`src/rtl/phy_pkg.sv`:
```
// Shared definitions for the SERDES PHY: aligner FSM states, the link training
// word (also used by the transmit-side pattern generator) and counter widths.
package phy_pkg;

  typedef enum logic [2:0] {
    IDLE,
    SETTLE,
    CHECK,
    SLIP,
    LOCKED,
    FAIL
  } phy_state_e;

  localparam logic [7:0] PHY_TRAIN_PATTERN = 8'h5C;
  localparam int         SLIP_CNT_W        = 5;
  localparam int         MATCH_CNT_W       = 4;

endpackage

```
`src/rtl/phy_in_pattern_match.sv`:
```
// Training-word comparator with a registered consecutive-match counter; lock_hit_o
// pulses on the cycle the MATCH_COUNT-th consecutive matching word is seen.
module phy_in_pattern_match import phy_pkg::*; #(
  parameter int                    DATA_WIDTH    = 8,
  parameter logic [DATA_WIDTH-1:0] TRAIN_PATTERN = PHY_TRAIN_PATTERN,
  parameter int                    MATCH_COUNT   = 4
) (
  input  logic                  clk_i,
  input  logic                  rst_ni,
  input  logic                  en_i,
  input  logic                  clr_i,
  input  logic [DATA_WIDTH-1:0] data_i,
  output logic                  match_o,
  output logic                  lock_hit_o
);

  logic [MATCH_CNT_W-1:0] cnt_q, cnt_d;

  assign match_o    = (data_i == TRAIN_PATTERN);
  assign lock_hit_o = en_i && match_o && (cnt_q == MATCH_CNT_W'(MATCH_COUNT - 1));

  // The run restarts whenever checking is suspended, a word mismatches or lock is declared.
  always_comb begin
    cnt_d = cnt_q;
    if (clr_i || !en_i || !match_o || lock_hit_o) cnt_d = '0;
    else                                         cnt_d = cnt_q + 1'b1;
  end

  always_ff @(posedge clk_i or negedge rst_ni) begin
    if (!rst_ni) cnt_q <= '0;
    else         cnt_q <= cnt_d;
  end

endmodule

```
`src/rtl/phy_in_align.sv`:
```
// Receive word aligner: pulses BITSLIP until the training word lands on the word
// boundary, then forwards aligned data. PHY_IN_LOCK_MON_EN adds a lock monitor with auto-retrain.
module phy_in_align import phy_pkg::*; #(
  parameter int                    DATA_WIDTH    = 8,
  parameter logic [DATA_WIDTH-1:0] TRAIN_PATTERN = PHY_TRAIN_PATTERN,
  parameter int                    MATCH_COUNT   = 4,
  parameter int                    SLIP_WAIT     = 3,
  parameter int                    MAX_SLIPS     = 16
) (
  input  logic                  clk_div_in,
  input  logic                  reset_n,
  input  logic                  train_start,
`ifdef PHY_IN_LOCK_MON_EN
  input  logic                  train_active,
`endif
  input  logic [DATA_WIDTH-1:0] data_from_serdes,
  output logic                  bitslip,
  output logic [DATA_WIDTH-1:0] data_to_fabric,
  output logic                  data_valid,
  output logic                  aligned,
  output logic                  align_fail,
  output logic [SLIP_CNT_W-1:0] slip_count
);

  localparam int SETTLE_W = $clog2(SLIP_WAIT + 1);

  phy_state_e            state_q;
  logic [SETTLE_W-1:0]   settle_q;
  logic [SLIP_CNT_W-1:0] slip_q;
  logic                  bitslip_q;
  logic                  aligned_q;
  logic                  fail_q;
  logic [DATA_WIDTH-1:0] data_q;
  logic                  match;
  logic                  lock_hit;
`ifdef PHY_IN_LOCK_MON_EN
  logic [3:0]            err_q;
`endif

  phy_in_pattern_match #(
    .DATA_WIDTH   (DATA_WIDTH),
    .TRAIN_PATTERN(TRAIN_PATTERN),
    .MATCH_COUNT  (MATCH_COUNT)
  ) u_match (
    .clk_i     (clk_div_in),
    .rst_ni    (reset_n),
    .en_i      (state_q == CHECK),
    .clr_i     (train_start),
    .data_i    (data_from_serdes),
    .match_o   (match),
    .lock_hit_o(lock_hit)
  );

  always_ff @(posedge clk_div_in or negedge reset_n) begin
    if (!reset_n) data_q <= '0;
    else          data_q <= data_from_serdes;
  end

  // bitslip_q is raised on entry to SLIP, so the pulse spans exactly the SLIP cycle.
  always_ff @(posedge clk_div_in or negedge reset_n) begin
    if (!reset_n) begin
      state_q   <= IDLE;
      settle_q  <= '0;
      slip_q    <= '0;
      bitslip_q <= 1'b0;
      aligned_q <= 1'b0;
      fail_q    <= 1'b0;
`ifdef PHY_IN_LOCK_MON_EN
      err_q     <= '0;
`endif
    end else begin
      bitslip_q <= 1'b0;
      if (train_start) begin
        state_q   <= SETTLE;
        settle_q  <= '0;
        slip_q    <= '0;
        aligned_q <= 1'b0;
        fail_q    <= 1'b0;
`ifdef PHY_IN_LOCK_MON_EN
        err_q     <= '0;
`endif
      end else begin
        case (state_q)
          IDLE: ;
          SETTLE: begin
            if (settle_q == SETTLE_W'(SLIP_WAIT - 1)) begin
              settle_q <= '0;
              state_q  <= CHECK;
            end else begin
              settle_q <= settle_q + 1'b1;
            end
          end
          CHECK: begin
            if (lock_hit) begin
              state_q   <= LOCKED;
              aligned_q <= 1'b1;
            end else if (!match) begin
              if (slip_q == SLIP_CNT_W'(MAX_SLIPS)) begin
                state_q <= FAIL;
                fail_q  <= 1'b1;
              end else begin
                state_q   <= SLIP;
                bitslip_q <= 1'b1;
                slip_q    <= slip_q + 1'b1;
              end
            end
          end
          SLIP: state_q <= SETTLE;
          LOCKED: begin
`ifdef PHY_IN_LOCK_MON_EN
            if (train_active) begin
              if (match) begin
                err_q <= '0;
              end else if (err_q == 4'd7) begin
                err_q     <= '0;
                aligned_q <= 1'b0;
                slip_q    <= '0;
                settle_q  <= '0;
                state_q   <= SETTLE;
              end else begin
                err_q <= err_q + 1'b1;
              end
            end
`endif
          end
          FAIL: ;
          default: state_q <= IDLE;
        endcase
      end
    end
  end

  assign bitslip        = bitslip_q;
  assign data_to_fabric = data_q;
  assign data_valid     = aligned_q;
  assign aligned        = aligned_q;
  assign align_fail     = fail_q;
  assign slip_count     = slip_q;

endmodule
```
`config.mk`:
```
export PLATFORM = sky130hd
export DESIGN_NAME = phy_in_align
export DESIGN_NICKNAME = d
export VERILOG_FILES = /design/src/rtl/phy_pkg.sv /design/src/rtl/phy_in_pattern_match.sv /design/src/rtl/phy_in_align.sv
export SDC_FILE = /design/constraint.sdc
export NUM_CORES = 1
export LEC_CHECK = 0
export ABC_AREA = 1
export CORE_MARGIN = 2
export CORE_UTILIZATION = 51
export CTS_BUF_LIST = sky130_fd_sc_hd__clkbuf_4
export DETAILED_ROUTE_END_ITERATION = 8
export PLACE_DENSITY = 0.85
export SLEW_MARGIN = 20
export SYNTH_ARGS = -nofsm -noshare
export SYNTH_HDL_FRONTEND = slang
export SYNTH_SLANG_ARGS = --single-unit
```
`constraint.sdc`:
```
create_clock -name clk_div_in -period 1.6 [get_ports clk_div_in]
set_input_delay 0.32 -clock clk_div_in [delete_from_list [all_inputs] [get_ports clk_div_in]]
set_output_delay 0.32 -clock clk_div_in [all_outputs]
set_load 0.02 [all_outputs]
```
==> results of run 1 <==
-- path summary, 6_finish.rpt --
kind                                     endpoint  slack [ns]  cells past startpoint
worst max register to register      slip_count[2]        0.22                      8
min in group clk_div_in         data_to_fabric[2]        0.47                      1
max in group asynchronous              align_fail        1.01                      2
worst min register to register   u_match.cnt_q[0]        0.50                      1
worst min-delay path             u_match.cnt_q[2]        0.35                      2
worst max-delay path            data_to_fabric[1]        0.04                      1
-- area by class of cell --
type / count / area (um^2) / area share (%)
clock buffers: 4 / 30.03 / 1.915
flip-flops and latches: 25 / 625.6 / 39.90
well taps: 28 / 35.03 / 2.235
multi-input cells: 92 / 499.2 / 31.84
repair buffers: 30 / 302.8 / 19.31
inverters: 20 / 75.07 / 4.789
-- metrics by stage --
step	utilization (%)	setup slack, ns	TNS (ns)
floorplan	-	0.2279	0
finish	70.20	0.04103	0
CTS	69.30	0.006159	0
global route	70.20	0.006521	0
detailed placement	68.40	-0.1086	-0.8022
global placement	68.40	-0.05144	-0.1640
-- what timing repair did --
| item | CTS | global route |
|---|---|---|
| gates resized for setup | 8 | 8 |
| hold endpoints to repair | 0 | 0 |
| hold buffers | 0 | 0 |
| setup endpoints to repair | 8 | 8 |
| cloned | 0 | 0 |
-- sequential cells by signal, indices dropped and copies added, names as in the netlist --
| register | cells |
|---|---|
| bitslip | 1 |
| align_fail | 1 |
| settle_q | 2 |
| data_to_fabric | 8 |
| state_q | 3 |
| aligned | 1 |
| u_match.cnt_q | 4 |
| slip_count | 5 |
-- kinds of logic (layout without fill, tap and decap cells) --
| kind of cell | count (synthesis) | after routing | synth area share, % |
|---|---|---|---|
| compound gates | 10 | 10 | 4.517 |
| xor+xnor | 4 | 4 | 2.874 |
| fa+ha+maj | 3 | 3 | 3.080 |
| buf+inv | 22 | 54 | 7.700 |
| flops | 25 | 25 | 51.33 |
| simple gates | 75 | 75 | 30.49 |
-- layout by cell type, fill, tap and decap left out, drive strengths merged --
cell,instances
clkdlybuf4s50,11
nand4,3
nor2,21
clkbuf,4
dlymetal6s2s,8
nand3,12
nand2,36
buf,3
nor3,2
ha,3
o21ai,7
xor2,4
or2,1
a21oi,2
dfrtp,25
dlygate4sd2,8
o22ai,1
inv,20
-- layer usage --
metal | vias up | part of all wire [%] | track usage, %
met5 | - | 0 | 0
met4 | 0 | 2.3 | 12.39
met3 | 6 | 3.0 | 3.390
met2 | 21 | 53 | 39.17
met1 | 472 | 42 | 25.28
li1 | 496 | - | -
-- report_power, final --
part / internal, mW / switching [mW] / total (mW)
Clock: 0.114 / 0.176 / 0.291
Sequential: 0.666 / 0.0304 / 0.697
Combinational: 0.0922 / 0.139 / 0.231
Total: 0.873 / 0.346 / 1.22
==> qor.yml, run 1 <==
synth_edf_count: 0
grt_pass1_vias: 1002
vias_per_cell: 5.000
cp.required_ns: 1.28
cts_buffers: 3
path_cells: "clkdlybuf4s50_1"
synth_seq_area_share_pct: 51.33
synthArstFlopShare_pct: 100.0
stdcell_area_um2: 1568
crit_path_max_fanout: 1
period_share_pct: 97.44
routedWlPerCell_um: 12.72
status: "completed"
yosys-top-cells-count: "nand2_1, dfrtp_1, inv_1, nor2_1, nand3_1"
die_area_um2: 2796
clock.fmax_ghz: 0.6414
r2r-start: "slip_count[0]"
ys_seq_elements: 25
grt_pass1_wl_um: 4367
rsz0062_at_grt: "no"
cp.arrival_ns: 1.24
end_kind: "output pin"
post-route-min-period_ns: 1.559
grt_usage_pct: 22.15
timing.hold.ws_ns: 0.3496
grt_max_degree: 26
die_x_um: 52.88
placed_cells: 195
root_buffer: "clkbuf_4"
layout.nets: 186
ys_top_cells_by_area: "dfrtp_1, nand2_1, inv_1"
total_power_mw: 1.219
tightest_slew_ns: 0.3221
avgSynthCellArea_um2: 8.767
maxCapViolations: 0
yosysTopAreaCellShare_pct: 51.33
drv_slew: 0
overflow: 0
finalSetupViolCount: 0
route.detailed.drc: 0
max-slew-margin-rel_pct: 78.36
hold_path_class: "in2async"
yosysMostFrequentCell: "nand2_1"
htreeDepth: 1
postCtsSetupRepairBufs: 0
critical_path_class: "reg2out"
num_antenna_cells: 0
max-vdd-ir-drop_v: 0.0006429
ys.flop_type: "dfrtp_1"
slowest_delay_ns: 0.59
place_area_um2: 1528
fill_cells: 179
clkLatencyLatePin_ns: 0.31
port_buffers: 27
critical_path.top_delay_family: "buffers and inverters"
clockBufferDepth: 2
gp_congestion: 0.7552
core_um2: 2233
fin_skew_ns: 0.008311
synth.distinct_cells: 24
finalWirelength_um: 2532
core.rowCount: 17
cts.sinks: 25
io_pins: 28
path_buf_inv: 1
routed-via-count: 995
cp-start-kind: "register"
drt_first_iter_violations: 15
tritoncts: "built"
antenna_found_initial: 0
powerDensity_nw_per_um2: 777.3
chipHeight_um: 52.88
crit_start: "data_to_fabric[1]"
dr.pass1.iters: 4
syn_nets: 153
slowest_stage: "clkdlybuf4s50_1"
clk_pin_slew_worst_paths_ns: 0.13
synthToLayoutAreaGrowth_pct: 28.64
hpwl_um: 1999
power.leakage_nw: 0.8537
synth_cells: 139
drive_gt1_share_pct: 14.04
ant_nets: 0
syn_area_um2: 1219
timing_hold_violations_final: 0
yosysWarnings: 0
final_cells: 199
yosysTopAreaCell: "dfrtp_1"
initial_utilization_pct: 54.57
(Power assumes the default switching activity.)
==> run 2: changes to the inputs <==
--- a/config.mk
+++ b/config.mk
@@ -11,6 +11,7 @@
 export CTS_BUF_LIST = sky130_fd_sc_hd__clkbuf_4
 export DETAILED_ROUTE_END_ITERATION = 8
 export PLACE_DENSITY = 0.85
+export SKIP_CTS_REPAIR_TIMING = 1
 export SLEW_MARGIN = 20
 export SYNTH_ARGS = -nofsm -noshare
 export SYNTH_HDL_FRONTEND = slang
==> run 2 against run 1 <==
  * Final area is 1.9% higher
  * Via count fell by 0.30%
  * Wire length is 0.67% higher
  * Largest power group unchanged
  * Combinational power hardly changed
  * Final cell count unchanged
  * Critical path depth stayed put
  * Critical endpoint unchanged
  * Global-route usage unchanged
  * Sequential share of layout area down 0.75 points
  * Highest routed layer unchanged
==> qor.yml, run 2 (synthesized netlist as in run 1, its figures left out) <==
slowest_stage: "clkdlybuf4s50_1"
tightest_slew_ns: 0.3212  # -0.0008978 ns
seq_power_share_pct: 57.0  # -0.2 points
clk_pin_slew_worst_paths_ns: 0.13  # about the same
tns_ns: 0  # unchanged
critical_path_class: "reg2out"
critical_path.top_delay_family: "buffers and inverters"
powerDensity_nw_per_um2: 764.7  # -1.6%
worstReg2RegEnd: "slip_count[2]"
dr.pass1.iters: 4  # unchanged
stdcell_area_um2: 1598  # +1.9%
setup_ws_ns: 0.04095  # -0.00007360 ns
largest_register_ffs: 8  # unchanged
place_ws_ns: -0.1086  # unchanged
r2r-start: "slip_count[0]"
max-slew-margin-rel_pct: 78.42  # about the same
drt_first_iter_violations: 16  # +1
synthToLayoutAreaGrowth_pct: 31.11
finalSetupViolCount: 0  # unchanged
ant_nets: 0  # unchanged
crit_cells: 1  # unchanged
chipHeight_um: 52.88  # unchanged
grt_pass1_vias: 1002  # unchanged
slowest_delay_ns: 0.59  # about the same
path_buf_inv: 1  # unchanged
core.rowCount: 17  # unchanged
cts.sinks: 25  # unchanged
fill_cells: 166  # -7.3%
wl_met2_um: 1339  # +0.15%
timing_hold_violations_final: 0  # unchanged
hpwl_um: 1999  # unchanged
clockBufferDepth: 2  # unchanged
htreeDepth: 1  # unchanged
cp.required_ns: 1.28  # about the same
final_cell_mix: "nand2_1, dfrtp_1, inv_1, nor2_1, dlymetal6s2s_1"
power.leakage_nw: 0.9608  # +13%
clock.fmax_ghz: 0.6414  # about the same
switching_share_pct: 28.31  # -0.063 points
fin_skew_ns: 0.008704  # +0.0003929 ns
wl_met3_um: 80  # +3.9%
drive_gt1_share_pct: 14.04  # unchanged
root_buffer: "clkbuf_4"
die_area_um2: 2796  # unchanged
post-route-min-period_ns: 1.559  # +0.00007360 ns
p_comb_share_pct: 19.2  # +0.2 points
rsz0062_at_grt: "no"
total_power_mw: 1.222  # +0.27%
crit_path_max_fanout: 1  # unchanged
place_area_um2: 1528  # unchanged
gp_congestion: 0.7552  # unchanged
die_x_um: 52.88  # unchanged
crit_start: "data_to_fabric[1]"
maxCapViolations: 0  # unchanged
hold_path_class: "in2async"
period_share_pct: 97.44  # about the same
cp.arrival_ns: 1.24  # about the same
core_um2: 2233  # unchanged
drt-met1-wl_um: 1069  # +1.0%
antenna_found_initial: 0  # unchanged
grt_pass1_wl_um: 4367  # unchanged
p_sw_uw: 345.9  # about the same
path_cells: "clkdlybuf4s50_1"
top_layer_used: "met4"
drv_slew: 0  # unchanged
num_antenna_cells: 0  # unchanged
vias_per_cell: 4.985  # -0.30%
reg2reg_slack_ns: 0.23  # about the same
routedWlPerCell_um: 12.81  # +0.67%
routed-via-count: 992  # -0.30%
p_int_uw: 875.9  # +0.35%
clkLatencyLatePin_ns: 0.31  # about the same
route.detailed.drc: 0  # unchanged
layout.nets: 186  # unchanged
grt_max_degree: 26  # unchanged
io_pins: 28  # unchanged
finalWirelength_um: 2549  # +0.67%
tritoncts: "built"
p_clk_share_pct: 23.8  # about the same
overflow: 0  # unchanged
final_common_cell: "nand2_1"
cp-start-kind: "register"
status: "completed"
end_kind: "output pin"
initial_utilization_pct: 54.57  # unchanged
grt_usage_pct: 22.15  # unchanged
port_buffers: 27  # unchanged
r2r_cells: 8  # unchanged
max-vdd-ir-drop_v: 0.0006439  # +0.15%
cts_buffers: 3  # unchanged
run 2: changes by cell type in the layout (fill, tap and decap cells not counted), sizes merged:
cell and delta:
dlymetal6s2s +8, dlygate4sd2 -8
run 2: how the worst max path moves through the flow:
stage,to,slack [ns]
2_1_floorplan,slip_count[2],0.23
3_3_place_gp,state_q[1],-0.05
3_5_place_dp,state_q[1],-0.11
4_1_cts,slip_count[2],-0.15
5_1_grt,data_to_fabric[1],0.007
6_report,data_to_fabric[1],0.04
run 2: power by group through the flow:
stage / sequential (mW) / combinational [mW] / clock (mW)
after floorplan: 0.727 / 0.113 / 0
after global placement: 0.707 / 0.228 / 0
after detailed placement: 0.710 / 0.238 / 0
after CTS: 0.697 / 0.239 / 0.297
after global routing: 0.701 / 0.262 / 0.319
final: 0.697 / 0.234 / 0.291
run 2: cell type report:
cell class              count  area (um^2)  area share, %
flip-flops and latches     25        625.6          39.15
multi-input cells          92        499.2          31.25
repair buffers             30        332.8          20.83
inverters                  20        75.07          4.699
well taps                  28        35.03          2.193
clock buffers               4        30.03          1.879
run 2: routing by layer:
layer	vias up	global-route usage (%)
met5	-	0
met4	0	12.39
met3	6	3.390
met2	17	39.17
met1	473	25.28
li1	496	-
run 2: metrics by stage:
stage	hold WS (ns)	std cells	util [%]
4_1_cts	0.3520	199	69.75
2_1_floorplan	0.02441	139	-
3_5_place_dp	0.4904	195	68.40
6_report	0.3488	199	71.54
5_1_grt	0.4105	199	71.54
3_3_place_gp	0.4510	195	68.40
